### src/rtl/audio_radius_if.sv
// Audio-to-renderer bundle: PCM sample strobe, frame timing and mute in;
// quantised radius offset, beat pulse and envelope out.
interface audio_radius_if #(
  parameter int unsigned SAMPLE_W = 16
);
  logic signed [SAMPLE_W-1:0] i_sample;
  logic                       i_sample_valid;
  logic                       i_frame_start;
  logic                       i_mute;
  logic [4:0]                 o_radius_off;
  logic                       o_beat;
  logic [SAMPLE_W-2:0]        o_env;

  modport master (
    output i_sample, i_sample_valid, i_frame_start, i_mute,
    input  o_radius_off, o_beat, o_env
  );

  modport slave (
    input  i_sample, i_sample_valid, i_frame_start, i_mute,
    output o_radius_off, o_beat, o_env
  );
endinterface

### src/rtl/audio_radius_driver.sv
// Peak envelope follower (instant attack, timed decay) feeding a 5-bit radius
// offset that only moves at frame start, with a beat pulse on large rises.
module audio_radius_driver #(
  parameter int unsigned SAMPLE_W    = 16,
  parameter int unsigned DECAY_DIV   = 1024,
  parameter int unsigned DECAY_SHIFT = 6,
  parameter int unsigned OFF_SHIFT   = 10,
  parameter int unsigned BEAT_THRESH = 8
) (
  input  logic           i_clk,
  input  logic           i_rst,
  audio_radius_if.slave  bus
);

  localparam int unsigned EW    = SAMPLE_W - 1;
  localparam int unsigned CNT_W = (DECAY_DIV > 1) ? $clog2(DECAY_DIV) : 1;
  localparam logic [CNT_W-1:0] CNT_LAST = CNT_W'(DECAY_DIV - 1);
  localparam logic [5:0] BEAT_T = 6'(BEAT_THRESH);

  logic [EW-1:0]    r_mag;
  logic             r_mag_v;
  logic [EW-1:0]    r_env;
  logic [CNT_W-1:0] r_cnt;
  logic [4:0]       r_radius;
  logic             r_beat;

  logic [SAMPLE_W-1:0] w_sample_u;
  logic [SAMPLE_W-1:0] w_abs;
  logic [EW-1:0]       w_mag;
  logic                w_tick;
  logic [EW-1:0]       w_step_raw;
  logic [EW-1:0]       w_step;
  logic [EW-1:0]       w_env_dec;
  logic [EW-1:0]       w_env_shr;
  logic [4:0]          w_tgt;
  logic [5:0]          w_rise;

  // The only magnitude that overflows EW bits is the most negative sample.
  assign w_sample_u = $unsigned(bus.i_sample);
  assign w_abs      = w_sample_u[SAMPLE_W-1] ? (~w_sample_u + {{(SAMPLE_W-1){1'b0}}, 1'b1})
                                             : w_sample_u;
  assign w_mag      = w_abs[SAMPLE_W-1] ? {EW{1'b1}} : w_abs[EW-1:0];

  always_ff @(posedge i_clk or posedge i_rst) begin
    if (i_rst) begin
      r_mag   <= '0;
      r_mag_v <= 1'b0;
    end else begin
      r_mag_v <= bus.i_sample_valid;
      if (bus.i_sample_valid) begin
        r_mag <= w_mag;
      end
    end
  end

  assign w_tick = (r_cnt == CNT_LAST);

  always_ff @(posedge i_clk or posedge i_rst) begin
    if (i_rst) begin
      r_cnt <= '0;
    end else if (w_tick) begin
      r_cnt <= '0;
    end else begin
      r_cnt <= r_cnt + {{(CNT_W-1){1'b0}}, 1'b1};
    end
  end

  // Proportional decay, but never a zero step so small envelopes still reach 0.
  assign w_step_raw = r_env >> DECAY_SHIFT;
  assign w_step     = (w_step_raw == '0) ? {{(EW-1){1'b0}}, 1'b1} : w_step_raw;
  assign w_env_dec  = r_env - w_step;

  always_ff @(posedge i_clk or posedge i_rst) begin
    if (i_rst) begin
      r_env <= '0;
    end else if (bus.i_mute) begin
      r_env <= '0;
    end else if (r_mag_v && (r_mag > r_env)) begin
      r_env <= r_mag;
    end else if (w_tick && (r_env != '0)) begin
      r_env <= w_env_dec;
    end
  end

  assign w_env_shr = r_env >> OFF_SHIFT;

  always_comb begin
    w_tgt = '0;
    if (!bus.i_mute) begin
      w_tgt = (w_env_shr > EW'(31)) ? 5'd31 : w_env_shr[4:0];
    end
  end

  assign w_rise = {1'b0, w_tgt} - {1'b0, r_radius};

  // Rise is immediate, fall is slew-limited to one step per frame.
  always_ff @(posedge i_clk or posedge i_rst) begin
    if (i_rst) begin
      r_radius <= '0;
      r_beat   <= 1'b0;
    end else begin
      r_beat <= 1'b0;
      if (bus.i_frame_start) begin
        if (bus.i_mute) begin
          r_radius <= '0;
        end else if (w_tgt >= r_radius) begin
          r_radius <= w_tgt;
          r_beat   <= (w_rise >= BEAT_T);
        end else begin
          r_radius <= r_radius - 5'd1;
        end
      end
    end
  end

  assign bus.o_radius_off = r_radius;
  assign bus.o_beat       = r_beat;
  assign bus.o_env        = r_env;

endmodule

### src/flat_wrapper.sv
// flat-port wrapper written by rule: the top's interface ports become plain ports
module audio_radius_driver_flat 
#(
  parameter int unsigned SAMPLE_W    = 16,
  parameter int unsigned DECAY_DIV   = 1024,
  parameter int unsigned DECAY_SHIFT = 6,
  parameter int unsigned OFF_SHIFT   = 10,
  parameter int unsigned BEAT_THRESH = 8
)
  (i_clk, i_rst, bus_i_sample, bus_i_sample_valid, bus_i_frame_start, bus_i_mute, bus_o_radius_off, bus_o_beat, bus_o_env);
  audio_radius_if #(.SAMPLE_W(SAMPLE_W)) bus_i ();
  input  logic i_clk;
  input  logic i_rst;
  input wire logic [$bits(bus_i.i_sample)-1:0] bus_i_sample;
  input wire logic [$bits(bus_i.i_sample_valid)-1:0] bus_i_sample_valid;
  input wire logic [$bits(bus_i.i_frame_start)-1:0] bus_i_frame_start;
  input wire logic [$bits(bus_i.i_mute)-1:0] bus_i_mute;
  output wire logic [$bits(bus_i.o_radius_off)-1:0] bus_o_radius_off;
  output wire logic [$bits(bus_i.o_beat)-1:0] bus_o_beat;
  output wire logic [$bits(bus_i.o_env)-1:0] bus_o_env;
  assign bus_i.i_sample = bus_i_sample;
  assign bus_i.i_sample_valid = bus_i_sample_valid;
  assign bus_i.i_frame_start = bus_i_frame_start;
  assign bus_i.i_mute = bus_i_mute;
  assign bus_o_radius_off = bus_i.o_radius_off;
  assign bus_o_beat = bus_i.o_beat;
  assign bus_o_env = bus_i.o_env;
  audio_radius_driver #(.SAMPLE_W(SAMPLE_W), .DECAY_DIV(DECAY_DIV), .DECAY_SHIFT(DECAY_SHIFT), .OFF_SHIFT(OFF_SHIFT), .BEAT_THRESH(BEAT_THRESH)) u_core (.i_clk(i_clk), .i_rst(i_rst), .bus(bus_i));
endmodule
### config.mk
export PLATFORM = sky130hd
export DESIGN_NAME = audio_radius_driver_flat
export DESIGN_NICKNAME = d
export VERILOG_FILES = /design/src/rtl/audio_radius_if.sv /design/src/rtl/audio_radius_driver.sv /design/src/flat_wrapper.sv
export SDC_FILE = /design/constraint.sdc
export NUM_CORES = 1
export LEC_CHECK = 0
export ABC_AREA = 1
export CAP_MARGIN = 30
export CORE_ASPECT_RATIO = 0.5
export CORE_MARGIN = 8
export CORE_UTILIZATION = 58
export CTS_CLUSTER_SIZE = 28
export DETAILED_ROUTE_END_ITERATION = 6
export HOLD_SLACK_MARGIN = 0.08
export PLACE_DENSITY = 0.89
export SLEW_MARGIN = 20
export SYNTH_ARGS = -nofsm -noshare
export SYNTH_HDL_FRONTEND = slang
export SYNTH_SLANG_ARGS = --single-unit
### constraint.sdc
create_clock -name i_clk -period 2.75 [get_ports i_clk]
set_clock_uncertainty 0.15 [all_clocks]
set_input_delay 0.55 -clock i_clk [delete_from_list [all_inputs] [get_ports i_clk]]
set_output_delay 0.55 -clock i_clk [all_outputs]
set_load 0.01 [all_outputs]
==> results of run 1 <==
worst max path at each step:
stage	from	end	slack (ps)	cells past startpoint
after CTS	u_core.bus.o_env[14]$_DFFE_PP0P_	u_core.bus.o_env[8]$_DFFE_PP0P_	240	15
after detailed placement	bus_i_mute	u_core.bus.o_radius_off[3]$_DFFE_PP0P_	190	11
after floorplan	u_core.bus.o_env[11]$_DFFE_PP0P_	u_core.bus.o_env[8]$_DFFE_PP0P_	350	15
final	u_core.bus.o_env[6]$_DFFE_PP0P_	u_core.bus.o_env[8]$_DFFE_PP0P_	300	15
after global placement	bus_i_mute	u_core.bus.o_radius_off[3]$_DFFE_PP0P_	280	11
after global routing	u_core.bus.o_env[14]$_DFFE_PP0P_	u_core.bus.o_env[8]$_DFFE_PP0P_	60	15
layer usage:
metal  vias to the layer above  part of all wire (%)  track usage (%)
met1                      1822                    45             27.6
met2                       176                    46             34.6
met3                        16                   7.9             3.26
li1                       2041                     -                -
met4                         0                   1.1             4.32
met5                         -                     0                0
power breakdown:
group / leakage (nW) / switching, mW / internal [mW]
clock: 0.0618 / 0.255 / 0.327
sequential: 0.588 / 0.171 / 0.852
combinational: 1.93 / 2.88 / 1.80
total: 2.58 / 3.31 / 2.98
cell families (layout without fill, tap and decap cells):
kind of cell	Yosys count	count (layout)
simple gates	359	359
buf+inv	108	162
flops	47	47
compound gates	45	45
fa+ha+maj	32	32
xor+xnor	16	16
flip-flops by register name, summed over array words and instances, names as in the netlist:
register                 flops
u_core.bus.o_radius_off      5
u_core.r_cnt                10
u_core.bus.o_beat            1
u_core.r_mag                15
u_core.r_mag_v               1
u_core.bus.o_env            15
per-stage QoR:
step | setup slack, ps | power, mW | instance area (um2) | hold WS [ps] | cells
floorplan | 354 | 4.22 | 4030 | 296 | 607
global placement | 281 | 5.45 | 4640 | 312 | 747
detailed placement | 189 | 5.54 | 4640 | 315 | 747
CTS | 242 | 6.19 | 4770 | 328 | 753
global route | 57.3 | 6.95 | 4770 | 372 | 753
finish | 302 | 6.29 | 4770 | 321 | 753
cells in the mapped netlist (2+ instances only):
cell type                    n  share of area [%]
sky130_fd_sc_hd__nand3_1    79                9.8
sky130_fd_sc_hd__inv_1      93                8.7
sky130_fd_sc_hd__a21oi_1    15                1.9
sky130_fd_sc_hd__ha_1       31                9.6
sky130_fd_sc_hd__nand3b_1    2               0.37
sky130_fd_sc_hd__nand3_2     3               0.75
sky130_fd_sc_hd__buf_6       3               0.84
sky130_fd_sc_hd__nor2_1     50                4.7
sky130_fd_sc_hd__nor2_2      3               0.47
sky130_fd_sc_hd__dfrtp_1    47                 29
sky130_fd_sc_hd__xnor2_1     3               0.65
sky130_fd_sc_hd__xor2_1     13                2.8
sky130_fd_sc_hd__a21oi_4     2               0.81
sky130_fd_sc_hd__nand4_1     8                1.2
sky130_fd_sc_hd__o21ai_0    12                1.5
sky130_fd_sc_hd__buf_2       3               0.37
sky130_fd_sc_hd__o31ai_1     2               0.37
sky130_fd_sc_hd__clkbuf_1    3               0.28
sky130_fd_sc_hd__nor3_1      2               0.25
sky130_fd_sc_hd__nand2_2     6               0.93
sky130_fd_sc_hd__buf_4       2               0.37
sky130_fd_sc_hd__nand2_4     4                1.1
sky130_fd_sc_hd__nand2_1   197                 18
sky130_fd_sc_hd__a31oi_1     9                1.4
sky130_fd_sc_hd__inv_2       4               0.37
repair_timing:
item	CTS	global route
setup endpoints to repair	0	3
resized for setup	0	2
buffers inserted	0	0
worst max-delay path: stages, from the launching register on:
cell	delay, ps
sky130_fd_sc_hd__dfrtp_1	430
sky130_fd_sc_hd__nor2_1	140
sky130_fd_sc_hd__nand4_1	130
sky130_fd_sc_hd__o21ai_1	150
sky130_fd_sc_hd__ha_1	150
sky130_fd_sc_hd__inv_1	80
sky130_fd_sc_hd__fa_2	380
sky130_fd_sc_hd__nand3_1	90
sky130_fd_sc_hd__nand3_1	130
sky130_fd_sc_hd__nand2_1	100
sky130_fd_sc_hd__nand2_1	60
sky130_fd_sc_hd__xor2_1	140
sky130_fd_sc_hd__nand2_1	60
sky130_fd_sc_hd__nand2_1	40
sky130_fd_sc_hd__nand2_1	60
sky130_fd_sc_hd__nand2_1	50
area by class of cell:
type	count	area, um2
inverter	97	364
sequential	47	1180
clock buffer	5	125
clock inverter	1	7.51
timing repair buffer	59	571
tap	92	115
fill	567	1930
multi-input combinational	452	2410
==> report_table.html, run 1 <==
<table>
<tr><th>Metric</th><th>Value</th></tr>
<tr><th colspan="2">Outcome</th></tr>
<tr><td>Status</td><td>completed</td></tr>
<tr><th colspan="2">Drt</th></tr>
<tr><td>First DRT Iteration DRCs</td><td>255</td></tr>
<tr><td>Via count</td><td>4,055</td></tr>
<tr><td>Wire length per cell after detailed routing</td><td>13.2 um</td></tr>
<tr><td>First-pass iteration count of the detailed router</td><td>5</td></tr>
<tr><td>Detailed-route DRC error count</td><td>0</td></tr>
<tr><td>Detail Route Antenna Nets</td><td>0</td></tr>
<tr><td>DRT Wirelength</td><td>around 10 mm</td></tr>
<tr><td>Routed via count divided by cell count</td><td>around 5.4</td></tr>
<tr><th colspan="2">Yosys</th></tr>
<tr><td>Post-synthesis share of cell area spent on and, or, nand and nor gates</td><td>between 30 and 40%</td></tr>
<tr><td>Cells after Synth</td><td>607</td></tr>
<tr><td>Post-synthesis net count</td><td>between 600 and 700</td></tr>
<tr><td>Synthesized-area fraction occupied by adder cells</td><td>about a tenth</td></tr>
<tr><td>Xor and xnor area share after synthesis</td><td>3.48%</td></tr>
<tr><td>Dominant combinational cell family by area after synthesis</td><td>simple AND/OR/NAND/NOR gates</td></tr>
<tr><td>Proportion of synthesized area in mux cells</td><td>0%</td></tr>
<tr><td>Post-synthesis sequential element count</td><td>47</td></tr>
<tr><td>FFs w/ async S/R, synth</td><td>between 90% and 100%</td></tr>
<tr><td>Total number of yosys warnings</td><td>0</td></tr>
<tr><td>Compound-gate portion of the synthesized area</td><td>approximately 7%</td></tr>
<tr><td>Mean post-synth cell area</td><td>around 6.6 um2</td></tr>
<tr><td>Fraction of the yosys area taken by sequential cells</td><td>29.2%</td></tr>
<tr><td>Distinct cells, synth</td><td>36</td></tr>
<tr><td>EDFF count, synth</td><td>0</td></tr>
<tr><td>Area of the mapped netlist</td><td>4030 um2</td></tr>
<tr><td>Most used flip-flop cell after synthesis</td><td>sky130_fd_sc_hd__dfrtp_1</td></tr>
<tr><th colspan="2">Clock tree</th></tr>
<tr><td>Clock-pin slew reported for the worst setup and hold paths after clock tree synthesis</td><td>60 ps</td></tr>
<tr><td>Buffer depth of the longest clock path</td><td>2</td></tr>
<tr><td>Total clock sinks</td><td>between 40 and 50</td></tr>
<tr><td>Htree depth</td><td>2</td></tr>
<tr><td>Root Buffer</td><td>sky130_fd_sc_hd__clkbuf_16</td></tr>
<tr><td>Clk_lat worst skew</td><td>290 ps</td></tr>
<tr><td>Number of buffers added by the clock tree synthesis step</td><td>5</td></tr>
<tr><td>Post-cts hold buffer count</td><td>0</td></tr>
<tr><td>TritonCTS clock tree</td><td>built</td></tr>
<tr><th colspan="2">Cells and area</th></tr>
<tr><td>Ratio of cells with drive above 1 in the final layout</td><td>under 10%</td></tr>
<tr><td>Diodes inserted</td><td>0</td></tr>
<tr><td>Final standard cell utilization of the core</td><td>71.2%</td></tr>
<tr><td>Most used cells in the layout excluding fill and tap cells</td><td>sky130_fd_sc_hd__nand2_1, sky130_fd_sc_hd__inv_1, sky130_fd_sc_hd__nand3_1</td></tr>
<tr><td>Relative area change from synthesis to final layout</td><td>18.5%</td></tr>
<tr><td>Most common cell after layout, fill and taps aside</td><td>sky130_fd_sc_hd__nand2_1</td></tr>
<tr><td>Final net count</td><td>~720</td></tr>
<tr><th colspan="2">Timing</th></tr>
<tr><td>Number of endpoints with negative hold slack in the final report</td><td>0</td></tr>
<tr><td>Total setup violations reported at the end of the flow</td><td>0</td></tr>
<tr><td>RSZ-0062 raised after global routing</td><td>false</td></tr>
<tr><td>Accumulated negative setup slack</td><td>0 ps</td></tr>
<tr><td>Maximum clock frequency</td><td>408 MHz</td></tr>
<tr><td>Max-slew headroom</td><td>around 66%</td></tr>
<tr><td>Final period demand of the worst path</td><td>approximately 2400 ps</td></tr>
<tr><td>Slew at the pin with the worst max-slew slack</td><td>approximately 500 ps</td></tr>
<tr><td>Number of slew-limit violations in the final report</td><td>0</td></tr>
<tr><td>Post-route clock period utilization</td><td>approximately nine tenths</td></tr>
<tr><th colspan="2">Global routing</th></tr>
<tr><td>Remaining Overflow, GRT</td><td>0</td></tr>
<tr><td>Global-route wire length before repair</td><td>between 15 and 20 mm</td></tr>
<tr><td>Pin count of the biggest net entering global routing</td><td>26</td></tr>
<tr><td>GR Util All Layers</td><td>around a fifth</td></tr>
<tr><td>Antenna violations before repair</td><td>0</td></tr>
<tr><td>Via count of the first global-routing pass</td><td>3,701</td></tr>
<tr><th colspan="2">Job</th></tr>
<tr><td>Max-cap check violation count</td><td>0</td></tr>
<tr><th colspan="2">Setup path</th></tr>
<tr><td>Start of the worst register-to-register path</td><td>u_core.bus.o_env[6]$_DFFE_PP0P_</td></tr>
<tr><td>Flop-to-flop setup slack</td><td>roughly 300 ps</td></tr>
<tr><td>Critical Path AT</td><td>2470 ps</td></tr>
<tr><td>Worst setup SP type</td><td>flip-flop</td></tr>
<tr><td>Logic depth of the worst register-to-register path</td><td>15</td></tr>
<tr><td>Crit. End Element</td><td>flip-flop</td></tr>
<tr><td>Top fanout value on the critical path</td><td>5</td></tr>
<tr><td>Startpoint-to-endpoint class of the critical path</td><td>flip-flop to flip-flop</td></tr>
<tr><td>Required time of the critical path</td><td>2770 ps</td></tr>
<tr><td>R2r endpoint</td><td>u_core.bus.o_env[8]$_DFFE_PP0P_</td></tr>
<tr><th colspan="2">Worst hold path</th></tr>
<tr><td>Hold Path Origin</td><td>u_core.r_cnt[8]$_DFF_PP0_</td></tr>
<tr><td>Kind of path behind the tightest hold check</td><td>flip-flop to flip-flop</td></tr>
<tr><td>Worst Hold Depth</td><td>1</td></tr>
<tr><td>Destination of the worst hold path</td><td>u_core.r_cnt[8]$_DFF_PP0_</td></tr>
<tr><th colspan="2">Place</th></tr>
<tr><td>Detailed-placement wirelength estimate</td><td>~7.8 mm</td></tr>
<tr><td>Last weighted congestion value of the routability-driven placer</td><td>about 0.95</td></tr>
<tr><td>Count of buffers inserted at the top-level ports</td><td>41</td></tr>
<tr><th colspan="2">Floorplan</th></tr>
<tr><td>Die Area</td><td>10,000 um2</td></tr>
<tr><td>Height of the die</td><td>between 70 and 80 um</td></tr>
<tr><td>Die width</td><td>134 um</td></tr>
<tr><td>Starting utilization of the core area</td><td>about 60%</td></tr>
<tr><td>Number of placement rows</td><td>21</td></tr>
<tr><td>Ports</td><td>42</td></tr>
<tr><td>Core Box Area</td><td>about 6700 um2</td></tr>
<tr><th colspan="2">Pwr</th></tr>
<tr><td>Leakage power total</td><td>between 2 and 3 nW</td></tr>
<tr><td>Worst-case vdd ir drop</td><td>approximately 0.6 mV</td></tr>
<tr><td>Pwr per Cell Area</td><td>1320 nW/um2</td></tr>
</table>
No activity file was read; power rests on OpenSTA's default activity.
==> run 2: changes to the inputs <==
Settings changed: ABC_CLOCK_PERIOD_IN_PS set to 2750, CAP_MARGIN 30 to 20.
==> results of run 2 <==
Final layout, timing and power as in run 1 (identical DEF).
